--- config.mk ---
export PLATFORM = sky130hd
export DESIGN_NAME = seq_shifter
export DESIGN_NICKNAME = d
export VERILOG_FILES = /design/src/rtl/seq_shifter.sv
export SDC_FILE = /design/constraint.sdc
export NUM_CORES = 1
export LEC_CHECK = 0
export CAP_MARGIN = 15
export CORE_MARGIN = 10
export CORE_UTILIZATION = 38
export DETAILED_ROUTE_END_ITERATION = 6
export GPL_ROUTABILITY_DRIVEN = 0
export PLACE_DENSITY = 0.72
export SLEW_MARGIN = 30
export SYNTH_ARGS = -nofsm -noshare
export SYNTH_HDL_FRONTEND = slang
export SYNTH_SLANG_ARGS = --single-unit
--- constraint.sdc ---
create_clock -name clk -period 2.1 [get_ports clk]
set_input_delay 0.315 -clock clk [delete_from_list [all_inputs] [get_ports clk]]
set_output_delay 0.315 -clock clk [all_outputs]
set_load 0.05 [all_outputs]
--- src/rtl/seq_shifter.sv ---
// Multi-cycle iterative shifter (SLL/SRL/SRA) moving at most STEP bits per cycle.
// Handshaked: start accepted in IDLE, busy while working, one-cycle done with result.
module seq_shifter #(
    parameter int WIDTH = 32,
    parameter int STEP  = 1
) (
    input  logic             clk,
    input  logic             rst,
    input  logic             start,
    input  logic [WIDTH-1:0] inp,
    input  logic             dir,
    input  logic             arith,
    input  logic [31:0]      shiftamt,
    output logic [WIDTH-1:0] out,
    output logic             busy,
    output logic             done
);

    localparam int CW = $clog2(WIDTH + 1);

    typedef enum logic [1:0] {
        IDLE  = 2'd0,
        SHIFT = 2'd1,
        DONE  = 2'd2
    } state_t;

    state_t           state_r, state_nxt_s;
    logic [WIDTH-1:0] work_r, work_nxt_s, shifted_s, out_r, out_nxt_s;
    logic [CW-1:0]    rem_r, rem_nxt_s, eff_s, step_s;
    logic             dir_r, dir_nxt_s, fill_r, fill_nxt_s;
    logic             busy_r, busy_nxt_s, done_r, done_nxt_s;

    // Effective amount saturates at WIDTH, per-cycle step and one shifted iteration
    always_comb begin
        eff_s     = {CW{1'b0}};
        step_s    = {CW{1'b0}};
        shifted_s = work_r;
        if (shiftamt >= 32'(WIDTH)) begin
            eff_s = CW'(WIDTH);
        end else begin
            eff_s = shiftamt[CW-1:0];
        end
        if (rem_r < CW'(STEP)) begin
            step_s = rem_r;
        end else begin
            step_s = CW'(STEP);
        end
        // The fill mask covers exactly the bits vacated by a right shift
        if (dir_r) begin
            shifted_s = (work_r >> step_s) |
                        ({WIDTH{fill_r}} & ~({WIDTH{1'b1}} >> step_s));
        end else begin
            shifted_s = work_r << step_s;
        end
    end

    // Next-state and datapath updates for the IDLE/SHIFT/DONE controller
    always_comb begin
        state_nxt_s = state_r;
        work_nxt_s  = work_r;
        rem_nxt_s   = rem_r;
        dir_nxt_s   = dir_r;
        fill_nxt_s  = fill_r;
        out_nxt_s   = out_r;
        case (state_r)
            IDLE: begin
                if (start) begin
                    work_nxt_s  = inp;
                    rem_nxt_s   = eff_s;
                    dir_nxt_s   = dir;
                    fill_nxt_s  = dir & arith & inp[WIDTH-1];
                    state_nxt_s = SHIFT;
                end else begin
                    state_nxt_s = IDLE;
                end
            end
            SHIFT: begin
                if (rem_r != {CW{1'b0}}) begin
                    work_nxt_s = shifted_s;
                    rem_nxt_s  = rem_r - step_s;
                end else begin
                    out_nxt_s   = work_r;
                    state_nxt_s = DONE;
                end
            end
            DONE: begin
                state_nxt_s = IDLE;
            end
            default: begin
                state_nxt_s = IDLE;
            end
        endcase
        busy_nxt_s = (state_nxt_s != IDLE);
        done_nxt_s = (state_nxt_s == DONE);
    end

    // State, datapath and registered handshake outputs
    always_ff @(posedge clk or posedge rst) begin
        if (rst) begin
            state_r <= IDLE;
            work_r  <= {WIDTH{1'b0}};
            rem_r   <= {CW{1'b0}};
            dir_r   <= 1'b0;
            fill_r  <= 1'b0;
            out_r   <= {WIDTH{1'b0}};
            busy_r  <= 1'b0;
            done_r  <= 1'b0;
        end else begin
            state_r <= state_nxt_s;
            work_r  <= work_nxt_s;
            rem_r   <= rem_nxt_s;
            dir_r   <= dir_nxt_s;
            fill_r  <= fill_nxt_s;
            out_r   <= out_nxt_s;
            busy_r  <= busy_nxt_s;
            done_r  <= done_nxt_s;
        end
    end

    assign out  = out_r;
    assign busy = busy_r;
    assign done = done_r;

endmodule

==> After elaboration in Yosys (flattened, before gate mapping) <==
Index checks and enable logic that the tools add are counted.
{ "op_classes": {"n_reduce_logical": 7, "eq_ne": 4, "n_mux": 12, "n_mul": 0, "n_div": 0, "addsub": 1, "bitwise_logic": 6, "order_cmp": 2, "shift": 3} }
{ "op_table": {"columns": ["operator", "count"], "rows": [
  ["$mux 32", 3],
  ["$pmux 32 s2", 1],
  ["$and 32x32->32", 1],
  ["$ge 32x6->1 const B", 1],
  ["$not 32->32", 1],
  ["$or 32x32->32", 1],
  ["$shl 32x6->32", 1],
  ["$shr 32x6->32", 1],
  ["$shr 32x6->32 const A", 1],
  ["$mux 6", 4],
  ["$pmux 6 s2", 1],
  ["$lt 6x1->1 const B", 1],
  ["$reduce_bool 6->1", 1],
  ["$sub 6x6->6", 1],
  ["$ne 2x2->1 const B", 2],
  ["$pmux 2 s2", 1],
  ["$reduce_and 2->1", 2],
  ["$reduce_bool 2->1", 2],
  ["$reduce_and 3->1", 1],
  ["$and 1x1->1", 2],
  ["$eq 2x1->1 const B", 1],
  ["$eq 2x2->1 const B", 1],
  ["$logic_not 2->1", 1],
  ["$mux 2", 1],
  ["other kinds (2)", 2]
]} }
{ "totals": {"n_memories": 0, "romBits": 0, "latchBits": 0, "ff_bits": 76, "input_bits": 69, "mem_bits_rw": 0, "output_inout_bits": 34} }

==> Logic depth before layout (Yosys ltp) <==
{ "depth": {"depth_word": 9, "mapped_depth": 8, "mapped_depth_nobuf": 8} }

==> Least setup slack after synthesis <==
OpenSTA, ideal clock, no wires.
{ "synth_path": {"path_type": "flip-flop to flip-flop", "from": "register rem_r[0]", "to": "register rem_r[4]", "stages_incl_launch_ff": 9, "arrival_ns": 1.604, "t_required_ns": 1.979, "period_less_slack_ns": 1.725, "setup_slack_ns": 0.375, "setup_ns": 0.121, "path_cell_list": "dfrtp_1 > nor3_4 > nand2_1 > nand2b_1 > ha_1 > nor4_1 > xnor2_1 > a21oi_1 > o22a_1"} }
{ "synth_between": {"elab_chain_len": 5, "elab_cells_between_ends": 8} }
{ "synth_lines": {"columns": ["item", "line", "source"], "rows": [
  ["from (decl)", "29", "logic [CW-1:0] rem_r, rem_nxt_s, eff_s, step_s;"],
  ["from (signal assigned)", "102", "rem_r <= {CW{1'b0}};"],
  ["from (signal assigned)", "111", "rem_r <= rem_nxt_s;"],
  ["$lt 6x1->1", "43", "if (rem_r < CW'(STEP)) begin"],
  ["$mux 6", "43", null],
  ["$sub 6x6->6", "80", "rem_nxt_s = rem_r - step_s;"],
  ["$mux 6", "78", "if (rem_r != {CW{1'b0}}) begin"],
  ["$pmux 6 s2", "65", "case (state_r)"]
]} }
Several ways; a longest one is shown, not always the timed one. The select of a mux whose other input is x is not followed.
A chain may end at the register's enable or synchronous reset.

==> Worst setup path in the final report <==
{ "layout_path": {"from": "register rem_r[4]", "to": "register work_r[27]"} }
{ "layout_between": {"elab_chain_len": 9, "elab_cells_between_ends": 14} }
{ "layout_lines": {"columns": ["item", "line", "source"], "rows": [
  ["$lt 6x1->1", "43", null],
  ["$mux 6", "43", null],
  ["$shr 32x6->32", "51", "({WIDTH{fill_r}} & ~({WIDTH{1'b1}} >> step_s));"],
  ["$not 32->32", "51", null],
  ["$and 32x32->32", "51", null],
  ["$or 32x32->32", "50", "shifted_s = (work_r >> step_s) |"],
  ["$mux 32", "49", "if (dir_r) begin"],
  ["$mux 32", "78", null],
  ["$pmux 32 s2", "65", null],
  ["to (signal assigned)", "101", "work_r <= {WIDTH{1'b0}};"],
  ["to (signal assigned)", "110", "work_r <= work_nxt_s;"],
  ["to (decl)", "28", "logic [WIDTH-1:0] work_r, work_nxt_s, shifted_s, out_r, out_nxt_s;"]
]} }
Several ways; a longest one is shown, not always the timed one. The select of a mux whose other input is x is not followed.

==> results by group <==
Outcome
  – Outcome: finished clean

Global route
  – Global route overflow: 0
  – Gr usage total: 0.1377
  – Initial antenna violation count: 0
  – First-pass GRT wire length: 15,500 um
  – Vias in the first global route: 2,972
  – Pin count of the biggest net entering global routing: 36

Clock network
  – Insertion delay to the later sink of the worst-skew pair: 0.34 ns
  – CTS Buf Count: 9
  – Resize count post-CTS: 0
  – H-tree Lvls: 3
  – CTS Buffer Depth: 2
  – Cts hold-fix bufs: 0
  – Postcts setup bufs: 0
  – Worst-path clk slew: 0.07 ns
  – CTS sink cnt: 76
  – CTS tree: yes
  – Root buffer cell: clkbuf_8

STA
  – # setup viols final: 0
  – Worst Tran Pin Value: 0.5191 ns
  – Setup TNS Final: 0 ns
  – Rel. slew slack: 0.6529
  – Hold Violations, Final: 0
  – Unrepaired setup endpoints after global routing: false
  – Slew Limit Fails: 0
  – Final Cycle Share: 0.9162
  – Setup ws final: 0.1759 ns
  – Max Freq: 519.7 MHz
  – Period minus WS final: 1.924 ns
  – Skew final: 0.01022 ns

Die
  – I/O pin cnt: 103
  – Die width: 117.9 um
  – DIE AREA: 13,890 um^2
  – Total core area: 9284 um^2
  – Die height: 117.9 um
  – Row count: 35
  – Initial core utilization: 0.3919

Detailed routing
  – Routed Antenna Nets: 0
  – DRT iter0 DRCs: 124
  – Vias per Instance: 5.203
  – DRC: 0
  – Routed len/inst: 17.51 um
  – Router iterations before antenna repair: 4
  – Via count: 2,841
  – Drt total wl: 9559 um

Setup path
  – Critical Path RT: 2.33 ns
  – RR Endpoint: work_r[27]
  – Setup crit start: rem_r[4]
  – R2R setup slack: 0.18 ns
  – Crit path capture type: register
  – CP Capture Point: work_r[27]
  – Worst Reg-to-Reg Cells: 5
  – Max FO, Critical Path: 25
  – Critical Path Start Type: register
  – Slowest cell on the critical path: dfrtp_1
  – Setup CP Type: register to register
  – Crit path arrival time: 2.15 ns
  – CP Cell Sequence: nor3_4, a21oi_4, nor2_4, inv_2, o221a_2
  – Delay of the slowest cell on the worst path: 0.45 ns
  – R2r startpoint: rem_r[4]

Logic synthesis
  – Mapped Nets: 379
  – Mapped cell area: 3638 um^2
  – Sequential-to-total area share from yosys stat: 0.5227
  – Distinct cells, synth: 39
  – Cells after synthesis: 309
  – Synth area leader: dfrtp_1
  – Mean Syn Cell Area: 11.78 um^2
  – Synthesis Warnings: 0
  – Synth top area share: 0.5227
  – #FFs+latches synth: 76
  – Synth top area cells: dfrtp_1 (52%), mux2i_1 (8.3%), mux2_2 (5.6%), o221a_1 (5.3%), mux2_1 (4.3%)

Layout
  – Post-layout util: 0.5400
  – Area grow syn2layout: 37.79%
  – Fin cells: 546
  – Ant. Diodes: 0
  – Final nets: 484
  – Most frequent cells in the layout: clkdlybuf4s50_1 (102), dfrtp_1 (75), nand2_1 (32)
  – Fraction of layout cells with a size suffix above 1: 0.1391
  – Most common cell after layout, fill and taps aside: clkdlybuf4s50_1

Pwr
  – Combinational power share: 0.568
  – Clock Power Share: 0.106
  – Sw frac: 0.4513
  – Lkg Pwr: 2.089 nW
  – Int Power: 4.764 mW
  – Switching power total: 3.918 mW
  – Max IR drop VDD: 0.0009624 V
  – Total Power: 8.681 mW
  – PD cells: 1732 nW/um^2
  – Reg power frac: 0.327

Worst hold path
  – HP Class: input port to async pin

Placed design
  – Pre-CTS setup slack: 0.1507 ns
  – Placed insts: 532
  – IO Port Bufs: 102
  – Final HPWL DP: 7047 um

Job
  – Max-capacitance violation count: 0
[stage by stage]
step	hold WS [ns]	instance area [um^2]
2_1_floorplan	0.4204	3642
3_3_place_gp	0.4721	4865
3_5_place_dp	0.4783	4865
4_1_cts	0.3494	5014
5_1_grt	0.3681	5014
6_report	0.3568	5014
[critical path: cells and delay by family, from the launching register on]
kind            cells  cell delay, ns
buf+inv             1            0.28
simple gates        2            0.66
flops               1            0.45
compound gates      2            0.42
[sequential cells by signal (all words and copies together), names as in the netlist]
name and count:
state_r 2, done 1, dir_r 1, out 32, busy 1, fill_r 1, work_r 32, rem_r 6
[per-layer routing]
| layer | vias to the layer above | global-route usage | share of wire |
|---|---|---|---|
| li1 | 1348 | - | - |
| met1 | 1390 | 0.1676 | 0.43 |
| met2 | 95 | 0.2231 | 0.50 |
| met3 | 8 | 0.05276 | 0.068 |
| met4 | 0 | 0.03478 | 0.0094 |
| met5 | - | 0 | 0 |
[power by group through the flow]
stage               combinational [mW]  sequential, mW  clock, mW
floorplan                         2.57            3.78          0
global placement                  4.85            2.83          0
detailed placement                4.97            2.86          0
CTS                               4.98            2.84      0.951
global route                      5.32            2.95       1.02
finish                            4.93            2.84      0.917
[cells by family after synthesis]
logic type	count (synthesis)	synth area share
compound gates	62	0.1393
xor+xnor	2	0.004815
fa+ha+maj	1	0.003438
buf+inv	26	0.03507
flops	76	0.5227
mux	62	0.1816
simple gates	80	0.1131
[worst min path at each step]
stage / slack (ns) / cells after the start / endpoint
after floorplan: 0.42 / 2 / dir_r
after global placement: 0.47 / 1 / out[22]
after detailed placement: 0.48 / 2 / fill_r
after CTS: 0.35 / 2 / out[18]
after global routing: 0.37 / 2 / work_r[16]
final: 0.36 / 2 / work_r[16]
[area by class of cell]
cell class                      count  area [um^2]
Fill cell                         821         4270
Sequential cell                    76         1903
Multi-Input combinational cell    207         1609
Timing Repair Buffer              115         1169
Tap cell                          129        161.4
Clock buffer                       11        131.4
Inverter                            5        22.52
Clock inverter                      3        17.52
[cells in the mapped netlist]
| cell type | number |
|---|---|
| or3b_2 | 1 |
| mux2_2 | 18 |
| nor3b_2 | 1 |
| a221o_1 | 1 |
| nor2_4 | 1 |
| xnor2_1 | 2 |
| nand2b_1 | 2 |
| buf_2 | 12 |
| mux2_1 | 14 |
| a21oi_4 | 1 |
| o21ai_0 | 11 |
| ha_1 | 1 |
| o22a_1 | 2 |
| nor2b_1 | 3 |
| a22o_1 | 1 |
| a21oi_1 | 13 |
| o2bb2ai_1 | 2 |
| nor3_1 | 5 |
| o31ai_1 | 1 |
| nand3_4 | 1 |
| mux2i_1 | 30 |
| buf_6 | 2 |
| a21o_1 | 3 |
| nor4_1 | 7 |
| nor2_1 | 14 |
| inv_2 | 1 |
| a221oi_1 | 2 |
| dfrtp_1 | 76 |
| nand3_1 | 10 |
| nor3_4 | 2 |
| o221a_2 | 5 |
| o221a_1 | 17 |
| a211o_1 | 1 |
| clkbuf_1 | 5 |
| buf_1 | 2 |
| nand2_1 | 32 |
| inv_1 | 4 |
| nand4_1 | 1 |
| o22ai_1 | 2 |
(Power assumes the default switching activity.)
